<file path="config.mk">
export PLATFORM = sky130hd
export DESIGN_NAME = instruction_fetch_unit
export DESIGN_NICKNAME = d
export VERILOG_FILES = /design/src/rtl/riscv_fetch_pkg.sv /design/src/rtl/instruction_fetch_unit_fetch_queue.sv /design/src/rtl/instruction_fetch_unit.sv
export SDC_FILE = /design/constraint.sdc
export NUM_CORES = 1
export LEC_CHECK = 0
export ABC_AREA = 1
export CAP_MARGIN = 0
export CORE_UTILIZATION = 35
export CTS_BUF_LIST = sky130_fd_sc_hd__clkbuf_4 sky130_fd_sc_hd__clkbuf_8 sky130_fd_sc_hd__clkbuf_16
export CTS_CLUSTER_SIZE = 20
export DETAILED_ROUTE_END_ITERATION = 10
export MAX_ROUTING_LAYER = met4
export REMOVE_ABC_BUFFERS = 1
export SLEW_MARGIN = 25
export SYNTH_ARGS = -nofsm -noshare
export SYNTH_HDL_FRONTEND = slang
export SYNTH_SLANG_ARGS = --single-unit
export TNS_END_PERCENT = 20
</file>
<file path="constraint.sdc">
create_clock -name clk -period 5.9 [get_ports clk]
set_clock_uncertainty 0.15 [all_clocks]
set_input_delay 1.18 -clock clk [delete_from_list [all_inputs] [get_ports clk]]
set_output_delay 1.18 -clock clk [all_outputs]
set_load 0.02 [all_outputs]
</file>
<file path="src/rtl/riscv_fetch_pkg.sv">
`default_nettype none
// ============================================================================
// Module      : riscv_fetch_pkg
// Description : Shared types and defaults for the instruction fetch stage.
//               Holds the fetch FSM state encoding and the fetch-queue entry
//               layout (instruction word plus the PC it was fetched from).
// Revision    : 1.0 - initial release
// ============================================================================
package riscv_fetch_pkg;

    localparam int          XLEN        = 32;
    localparam int          INSTR_WIDTH = 32;
    localparam logic [31:0] RESET_PC    = 32'h0000_0000;

    // Explicit one-bit encoding: IDLE must be the reset value.
    typedef enum logic [0:0] {
        IDLE = 1'b0,
        RUN  = 1'b1
    } fetch_state_e;

    typedef struct packed {
        logic [INSTR_WIDTH-1:0] instr;
        logic [XLEN-1:0]        pc;
    } fetch_entry_t;

endpackage
`default_nettype wire

</file>
<file path="src/rtl/instruction_fetch_unit_fetch_queue.sv">
`default_nettype none
// ============================================================================
// Module      : fetch_queue
// Description : Synchronous FIFO of fetch entries between instruction memory
//               and decode. Flush empties the queue and has priority over
//               push and pop. Push is ignored when full, pop when empty.
// Ports       : clk, rst         - clock / synchronous active-high reset
//               flush            - discard all entries, reset pointers
//               push, push_data  - write an entry at the tail
//               pop              - advance the head
//               full, empty      - occupancy flags
//               head             - entry at the head (valid when !empty)
// Revision    : 1.0 - initial release
// ============================================================================
module fetch_queue
    import riscv_fetch_pkg::*;
#(
    parameter int DEPTH = 2
) (
    input  logic         clk,
    input  logic         rst,
    input  logic         flush,
    input  logic         push,
    input  fetch_entry_t push_data,
    input  logic         pop,
    output logic         full,
    output logic         empty,
    output fetch_entry_t head
);

    localparam int PTR_W = $clog2(DEPTH);
    localparam int CNT_W = PTR_W + 1;

    fetch_entry_t     r_mem [DEPTH];
    logic [PTR_W-1:0] r_wr_ptr;
    logic [PTR_W-1:0] r_rd_ptr;
    logic [CNT_W-1:0] r_count;

    logic w_do_push;
    logic w_do_pop;

    assign full      = (r_count == CNT_W'(DEPTH));
    assign empty     = (r_count == '0);
    assign w_do_push = push & ~full;
    assign w_do_pop  = pop & ~empty;
    assign head      = r_mem[r_rd_ptr];

    // DEPTH is a power of two, so pointers wrap by natural overflow.
    always_ff @(posedge clk) begin
        if (rst || flush) begin
            r_wr_ptr <= '0;
            r_rd_ptr <= '0;
            r_count  <= '0;
        end else begin
            if (w_do_push) begin
                r_wr_ptr <= r_wr_ptr + 1'b1;
            end
            if (w_do_pop) begin
                r_rd_ptr <= r_rd_ptr + 1'b1;
            end
            if (w_do_push && !w_do_pop) begin
                r_count <= r_count + 1'b1;
            end else if (w_do_pop && !w_do_push) begin
                r_count <= r_count - 1'b1;
            end
        end
    end

    // Storage needs no reset: reads are only meaningful when !empty.
    always_ff @(posedge clk) begin
        if (w_do_push && !flush && !rst) begin
            r_mem[r_wr_ptr] <= push_data;
        end
    end

endmodule
`default_nettype wire

</file>
<file path="src/rtl/instruction_fetch_unit.sv">
`default_nettype none
// ============================================================================
// Module      : instruction_fetch_unit
// Description : Fetch-stage initiator. Owns the PC, drives instruction memory
//               address/read-enable, queues returned instructions with their
//               PC and hands them to decode over valid/ready. Redirects flush
//               the queue and reload the PC.
// Ports       : clk, rst                    - clock / sync active-high reset
//               fetch_en                    - permit new fetches
//               redirect_valid, redirect_pc - PC redirect (highest priority)
//               imem_addr, imem_read_en     - memory request
//               imem_instruction            - combinational memory data
//               out_valid, out_ready        - decode handshake
//               out_instr, out_pc           - head instruction and its PC
// Revision    : 1.0 - initial release
// ============================================================================
module instruction_fetch_unit
    import riscv_fetch_pkg::fetch_entry_t;
    import riscv_fetch_pkg::fetch_state_e;
    import riscv_fetch_pkg::IDLE;
    import riscv_fetch_pkg::RUN;
#(
    parameter int              XLEN         = 32,
    parameter int              WIDTH        = 32,
    parameter int              ADDRESS_SIZE = 10,
    parameter int              FQ_DEPTH     = 2,
    parameter logic [XLEN-1:0] RESET_PC     = 32'h0000_0000
) (
    input  logic                    clk,
    input  logic                    rst,
    input  logic                    fetch_en,
    input  logic                    redirect_valid,
    input  logic [XLEN-1:0]         redirect_pc,
    output logic [ADDRESS_SIZE-1:0] imem_addr,
    output logic                    imem_read_en,
    input  logic [WIDTH-1:0]        imem_instruction,
    output logic                    out_valid,
    input  logic                    out_ready,
    output logic [WIDTH-1:0]        out_instr,
    output logic [XLEN-1:0]         out_pc
);

    fetch_state_e    r_state;
    fetch_state_e    w_state_nxt;
    logic [XLEN-1:0] r_pc;

    logic            w_fetch;
    logic            w_pop;
    logic            w_full;
    logic            w_empty;
    fetch_entry_t    w_head;
    fetch_entry_t    w_push_entry;

    // ------------------------------------------------------------------
    // FSM: leaves IDLE on the first fetch_en or redirect; never returns
    // except through reset. Fetching is only allowed in RUN.
    // ------------------------------------------------------------------
    always_ff @(posedge clk) begin
        if (rst) begin
            r_state <= IDLE;
        end else begin
            r_state <= w_state_nxt;
        end
    end

    always_comb begin
        w_state_nxt = r_state;
        w_fetch     = 1'b0;
        case (r_state)
            IDLE: begin
                if (fetch_en || redirect_valid) begin
                    w_state_nxt = RUN;
                end
            end
            RUN: begin
                // Full blocks the push even when a pop frees a slot this
                // cycle, so out_ready never reaches imem_read_en.
                w_fetch = fetch_en & ~redirect_valid & ~w_full & ~rst;
            end
            default: begin
                w_state_nxt = IDLE;
            end
        endcase
    end

    // ------------------------------------------------------------------
    // Program counter (wraps modulo 2^XLEN)
    // ------------------------------------------------------------------
    always_ff @(posedge clk) begin
        if (rst) begin
            r_pc <= RESET_PC;
        end else if (redirect_valid) begin
            r_pc <= {redirect_pc[XLEN-1:2], 2'b00};
        end else if (w_fetch) begin
            r_pc <= r_pc + XLEN'(4);
        end
    end

    assign imem_addr    = r_pc[ADDRESS_SIZE+1:2];
    assign imem_read_en = w_fetch;

    // ------------------------------------------------------------------
    // Fetch queue; a redirect flush also discards any same-cycle pop.
    // ------------------------------------------------------------------
    assign w_push_entry.instr = imem_instruction;
    assign w_push_entry.pc    = r_pc;
    assign w_pop              = ~w_empty & out_ready;

    fetch_queue #(
        .DEPTH     (FQ_DEPTH)
    ) u_fetch_queue (
        .clk       (clk),
        .rst       (rst),
        .flush     (redirect_valid),
        .push      (w_fetch),
        .push_data (w_push_entry),
        .pop       (w_pop),
        .full      (w_full),
        .empty     (w_empty),
        .head      (w_head)
    );

    assign out_valid = ~w_empty;
    assign out_instr = w_empty ? '0 : w_head.instr;
    assign out_pc    = w_empty ? '0 : w_head.pc;

endmodule
`default_nettype wire

</file>
=== Word level (Yosys, flattened, before mapping) ===
Memories as Yosys holds them, arrays and structs flattened. A register that Yosys moved wholly into a read port is not among the register bits.
Cells that the tools add are included.

* Input bits: 69
* RAM bits: 128
* Memories kept: 1
* Word-level logic and storage cells: 50
* Bits in registers: 37
* Output and inout port bits: 76

{| class="wikitable"
|+ Memories
! memory !! words !! width !! read ports !! clocked after memory_dff !! write ports !! RTL line !! RTL
|-
| u_fetch_queue.r_mem || 2 || 64 || 1 || 1 || 1 || instruction_fetch_unit_fetch_queue.sv:34 || <nowiki>fetch_entry_t r_mem [DEPTH];</nowiki>
|}

* Mux-type cells: 13
* Reduce and logical (&&, ||, !) cells: 14
* Bitwise gates (word level): 10
* Add/sub/neg operators: 5
* Equality and inequality tests: 1

{| class="wikitable"
|+ Operator list
! kind !! number
|-
| two-way mux 32 bit || 4
|-
| adder 32 x 3 -> 32 bit, second input constant || 1
|-
| two-way mux 1 bit || 7
|-
| AND 1 bit || 6
|-
| logical AND 1 bit || 4
|-
| logical NOT 1 bit || 4
|-
| two-way mux 2 bit || 2
|-
| NOT 1 bit || 4
|-
| nonzero test 2 bit || 2
|-
| adder 1 bit, second input constant || 2
|-
| adder 2 x 1 -> 2 bit, second input constant || 1
|-
| equality test 2 bit, second input constant || 1
|-
| logical NOT 2 bit || 1
|-
| logical OR 1 bit || 2
|-
| OR reduction 2 bit || 1
|-
| subtractor 2 x 1 -> 2 bit, second input constant || 1
|}

=== Longest topological paths before layout ===
* Depth in word-level cells: 10
* Gate-level depth with buffers: 11
* Depth with buffers taken out: 10

=== Hierarchy ===
Synthesis repeated with hierarchy kept, for this count alone.

* Cells, all modules: 762
* Area, all modules: 8,011.4 um^2

{| class="wikitable"
|+ By module, submodules not included
! module !! area an instance (um^2) !! instances !! cells an instance !! sequential area each (um^2)
|-
| fetch_queue || 5,172.5 || 1 || 238 || 3,943.8
|-
| instruction_fetch_unit || 2,839.0 || 1 || 524 || 620.6
|}

=== Worst setup path before layout ===
OpenSTA, ideal clock, no wires.

* Kind: in2reg
* From: input redirect_valid
* To: memory u_fetch_queue.r_mem[0][10] (netlist name), enable pin
* Path buffers: 0
* Cell stages on the path: 3
* Setup time: 0.482 ns
* Slack: 1.178 ns
* Data required time: 5.268 ns
* Data arrival time: 4.090 ns
* Cell sequence: nor2_2 -> nand2_4 -> nor2_1

* Longest elaborated chain between the ends: 10
* Elaborated cells on any way between the ends: 11
* Classes of those cells: 3 x mux; 5 x bitwise; 3 x reduce/logical

{| class="wikitable"
|+ Ends and longest elaborated chain
! item !! RTL line !! RTL
|-
| start: declaration || instruction_fetch_unit.sv:32 || <nowiki>input logic redirect_valid,</nowiki>
|-
| NOT 1 bit || instruction_fetch_unit.sv:78 || <nowiki>w_fetch = fetch_en & ~redirect_valid & ~w_full & ~rst;</nowiki>
|-
| AND 1 bit (3 in a row) || instruction_fetch_unit.sv:78 ||
|-
| two-way mux 1 bit || instruction_fetch_unit.sv:69 || <nowiki>case (r_state)</nowiki>
|-
| AND 1 bit || instruction_fetch_unit_fetch_queue.sv:44 || <nowiki>assign w_do_push = push & ~full;</nowiki>
|-
| logical AND 1 bit * (2 in a row) || instruction_fetch_unit_fetch_queue.sv:71 || <nowiki>if (w_do_push && !flush && !rst) begin</nowiki>
|-
| two-way mux 1 bit * || instruction_fetch_unit_fetch_queue.sv:71 ||
|-
| two-way mux 1 bit (not written as such) * || instruction_fetch_unit_fetch_queue.sv:72 || <nowiki>r_mem[r_wr_ptr] <= push_data;</nowiki>
|-
| end: declaration || instruction_fetch_unit_fetch_queue.sv:34 ||
|}

Mark *: on every way between the ends. The rest lies on a longest branch, timed or not.

=== Worst setup path after layout ===
* From: input redirect_valid
* To: output imem_read_en

* Longest elaborated chain between the ends: 5

{| class="wikitable"
|+ Ends and longest elaborated chain
! item !! RTL line !! RTL
|-
| NOT 1 bit || instruction_fetch_unit.sv:78 ||
|-
| AND 1 bit (3 in a row) || instruction_fetch_unit.sv:78 ||
|-
| two-way mux 1 bit || instruction_fetch_unit.sv:69 ||
|-
| end: declaration || instruction_fetch_unit.sv:35 || <nowiki>output logic imem_read_en,</nowiki>
|}

No other way between the ends.

==> metrics <==
Synth Area in XOR/XNOR 0.370%; WP data arrival approximately 3.0 ns; first-pass GRT wire length around 26 mm; CP max FO 32; Setup-failing EPs final 0; post-synth cell types 30; DIE WIDTH roughly 140 µm; Yosys top cell area share about 52%; Worst-Margin Slew 0.788 ns; Adder-Cell Fraction of Synth Area less than 1%; headroom to the max-slew limit 47.3%; number of flops mapped to enable cells by yosys between 100 and 150; IO Pins approximately 150; Syn Inst Count 749; Synth Flop Type edfxtp_1; Tcrit/Tclk final around 73%; CTS clk-pin slew, worst paths about 0.060 ns; status finished, final reports clean; HP Class register to register; Period minus WS final around 4.3 ns; TritonCTS buffer count 17; Starting Density roughly 36%; TNS Setup 0 ns; # port buffers between 100 and 150; Max Cap Violations 0; cts-stage hold buffer count 0; WL per Instance about 15 µm; DRC 0; H-tree lvl count 4; Inserted Diodes 0; Total Routing Usage GR ~17%; Critical Path RT roughly 4.6 ns; Via Count around 5300; placed cell areas about 8700 µm²; Clock Latency Late Sink approximately 0.42 ns; initial drt markers ~290; fmax ~230 MHz; Pwr per Cell Area 275 nW/µm²; Clock Path Buffers 2; Pre-antenna DRT Iters 5; PnR Total Power roughly 2.6 mW; Detailed Route WL between 15 and 20 mm; Seq/Total Area, Yosys a little over three fifths; antenna violations before repair 0; antenna-violating nets left 0; P&R area growth vs syn 31.3%; critical path startpoint category primary input; Die H around 140 µm; largest family of logic cells by synthesized area simple AND/OR/NAND/NOR gates; die area ~21000 µm²; hpwl dp 10.9 mm; Final Net Count between 900 and 1000; top-count cell post-synth nand2_1; layout cell share with drive strength beyond 1 under 10%; VDD IR-drop max around 200 µV; Mean Syn Cell Area 9.48 µm²; yosys warns 0; final core utilization between 40% and 50%; top cells by count, synth 245 x nand2_1, 124 x edfxtp_1, 91 x a21oi_1; compound-cell area share of the yosys netlist 9.64%; portion of netlist area occupied by mux cells 0%; Post-Synth Simple-Gate Area between 20% and 30%; pin count of the biggest net entering global routing 63; Finished Cell Area just over 9000 µm²; Final Hold Viols 0; Critical Path Sink Type output pin; Root Buffer clkbuf_16; Post-CTS Setup Bufs 0; RSZ-0062 raised after global routing false; Setup CP Type primary input to output pin; routability cong. between 0.7 and 0.8; TritonCTS clock tree built; top cells by area, synth edfxtp_1 52%, nand2_1 13%, dfxtp_1 10%; vias in the first global route about 5200; Leak 3.29 nW; synthesis-stage register bit count 160; drt via density approximately 4.6; FP Rows 51; Slew Viols, Final 0; CTS Sinks 160; area leader, netlist edfxtp_1; core box area 19700 µm²; post_cts resized 0; GRT overflow 0; post-synthesis cell area 7100 µm²; Post-synth ARST share 0%
-- layout make-up --
cell class,instances,area [µm²]
multi-input cells,483,2210
well taps,265,332
clock inverters,10,136
clock buffers,22,469
fillers,1879,10300
repair buffers,147,1480
inverters,66,249
flip-flops and latches,160,4450
-- sequential cells by signal (all words and copies together) (netlist names), named ones only --
signal and flops:
u_fetch_queue.r_wr_ptr 1, u_fetch_queue.r_mem 124, r_state 1, u_fetch_queue.r_count 2
u_fetch_queue.r_rd_ptr 1, r_pc 30
-- path summary, 6_finish.rpt --
kind / from / to / slack, ns / cells past startpoint
setup / recovery: redirect_valid / imem_read_en / 1.60 / 6
hold / removal: u_fetch_queue.r_rd_ptr / register / 0.31 / 2
setup reg to reg: u_fetch_queue.r_count[1] / u_fetch_queue.r_count[1] / 3.27 / 9
hold reg to reg: u_fetch_queue.r_rd_ptr / register / 0.31 / 2
-- worst max-delay path, cell delays in order --
cell,delay [ns]
clkdlybuf4s50_1,0.39
buf_4,0.24
nor2_2,0.29
nand2_4,0.17
inv_1,0.09
clkdlybuf4s50_1,0.60
-- placed cells by master (no fill, tap or decap) --
cell	n
a31oi_1	7
edfxtp_1	124
clkinv_4	2
inv_1	63
buf_4	5
clkbuf_8	1
dfxtp_2	1
ha_1	2
clkinv_2	5
xnor2_1	2
nand2_4	3
inv_6	1
conb_1	2
xor2_1	1
nand2_2	3
nand3_1	38
clkbuf_4	4
nor2_1	29
nor3_1	1
a21oi_1	91
buf_12	2
nor2_2	9
bufinv_16	3
nor2_4	9
or2_2	1
clkdlybuf4s50_1	140
a22oi_1	1
clkbuf_16	17
inv_2	2
nand2_1	245
o21ai_1	18
and2_1	2
o21ai_0	16
nand3b_1	2
o211ai_1	1
dfxtp_1	35
-- logic make-up (layout without fill, tap and decap cells) --
family | Yosys count | count (layout)
and+or+nand+nor | 342 | 342
DFF | 160 | 160
AOI/OAI and AO/OA | 134 | 134
buffers and inverters | 107 | 245
xor gates and xnor gates | 3 | 3
adders and majority gates | 2 | 2
other | 1 | 2
-- layer usage --
layer  vias to the layer above  part of all wire [%]  track usage (%)
met5                         -                     0                -
li1                       2729                     -                -
met2                       132                    48             28.2
met3                        15                   4.5             3.71
met4                         0                   1.2             6.20
met1                      2437                    46             21.3
-- stage by stage --
stage	cells	hold WS [ns]	setup slack, ns
2_1_floorplan	709	0.297	1.18
6_report	1153	0.312	1.60
3_5_place_dp	1121	0.309	1.60
4_1_cts	1153	0.319	1.59
3_3_place_gp	1121	0.302	1.61
5_1_grt	1153	0.334	1.51
-- power breakdown --
part	switching (mW)	internal, mW	total (mW)	leakage [nW]
Sequential	0.0240	1.24	1.26	1.41
Combinational	0.0952	0.0888	0.184	1.57
Clock	0.428	0.695	1.12	0.306
(Power assumes the default switching activity.)
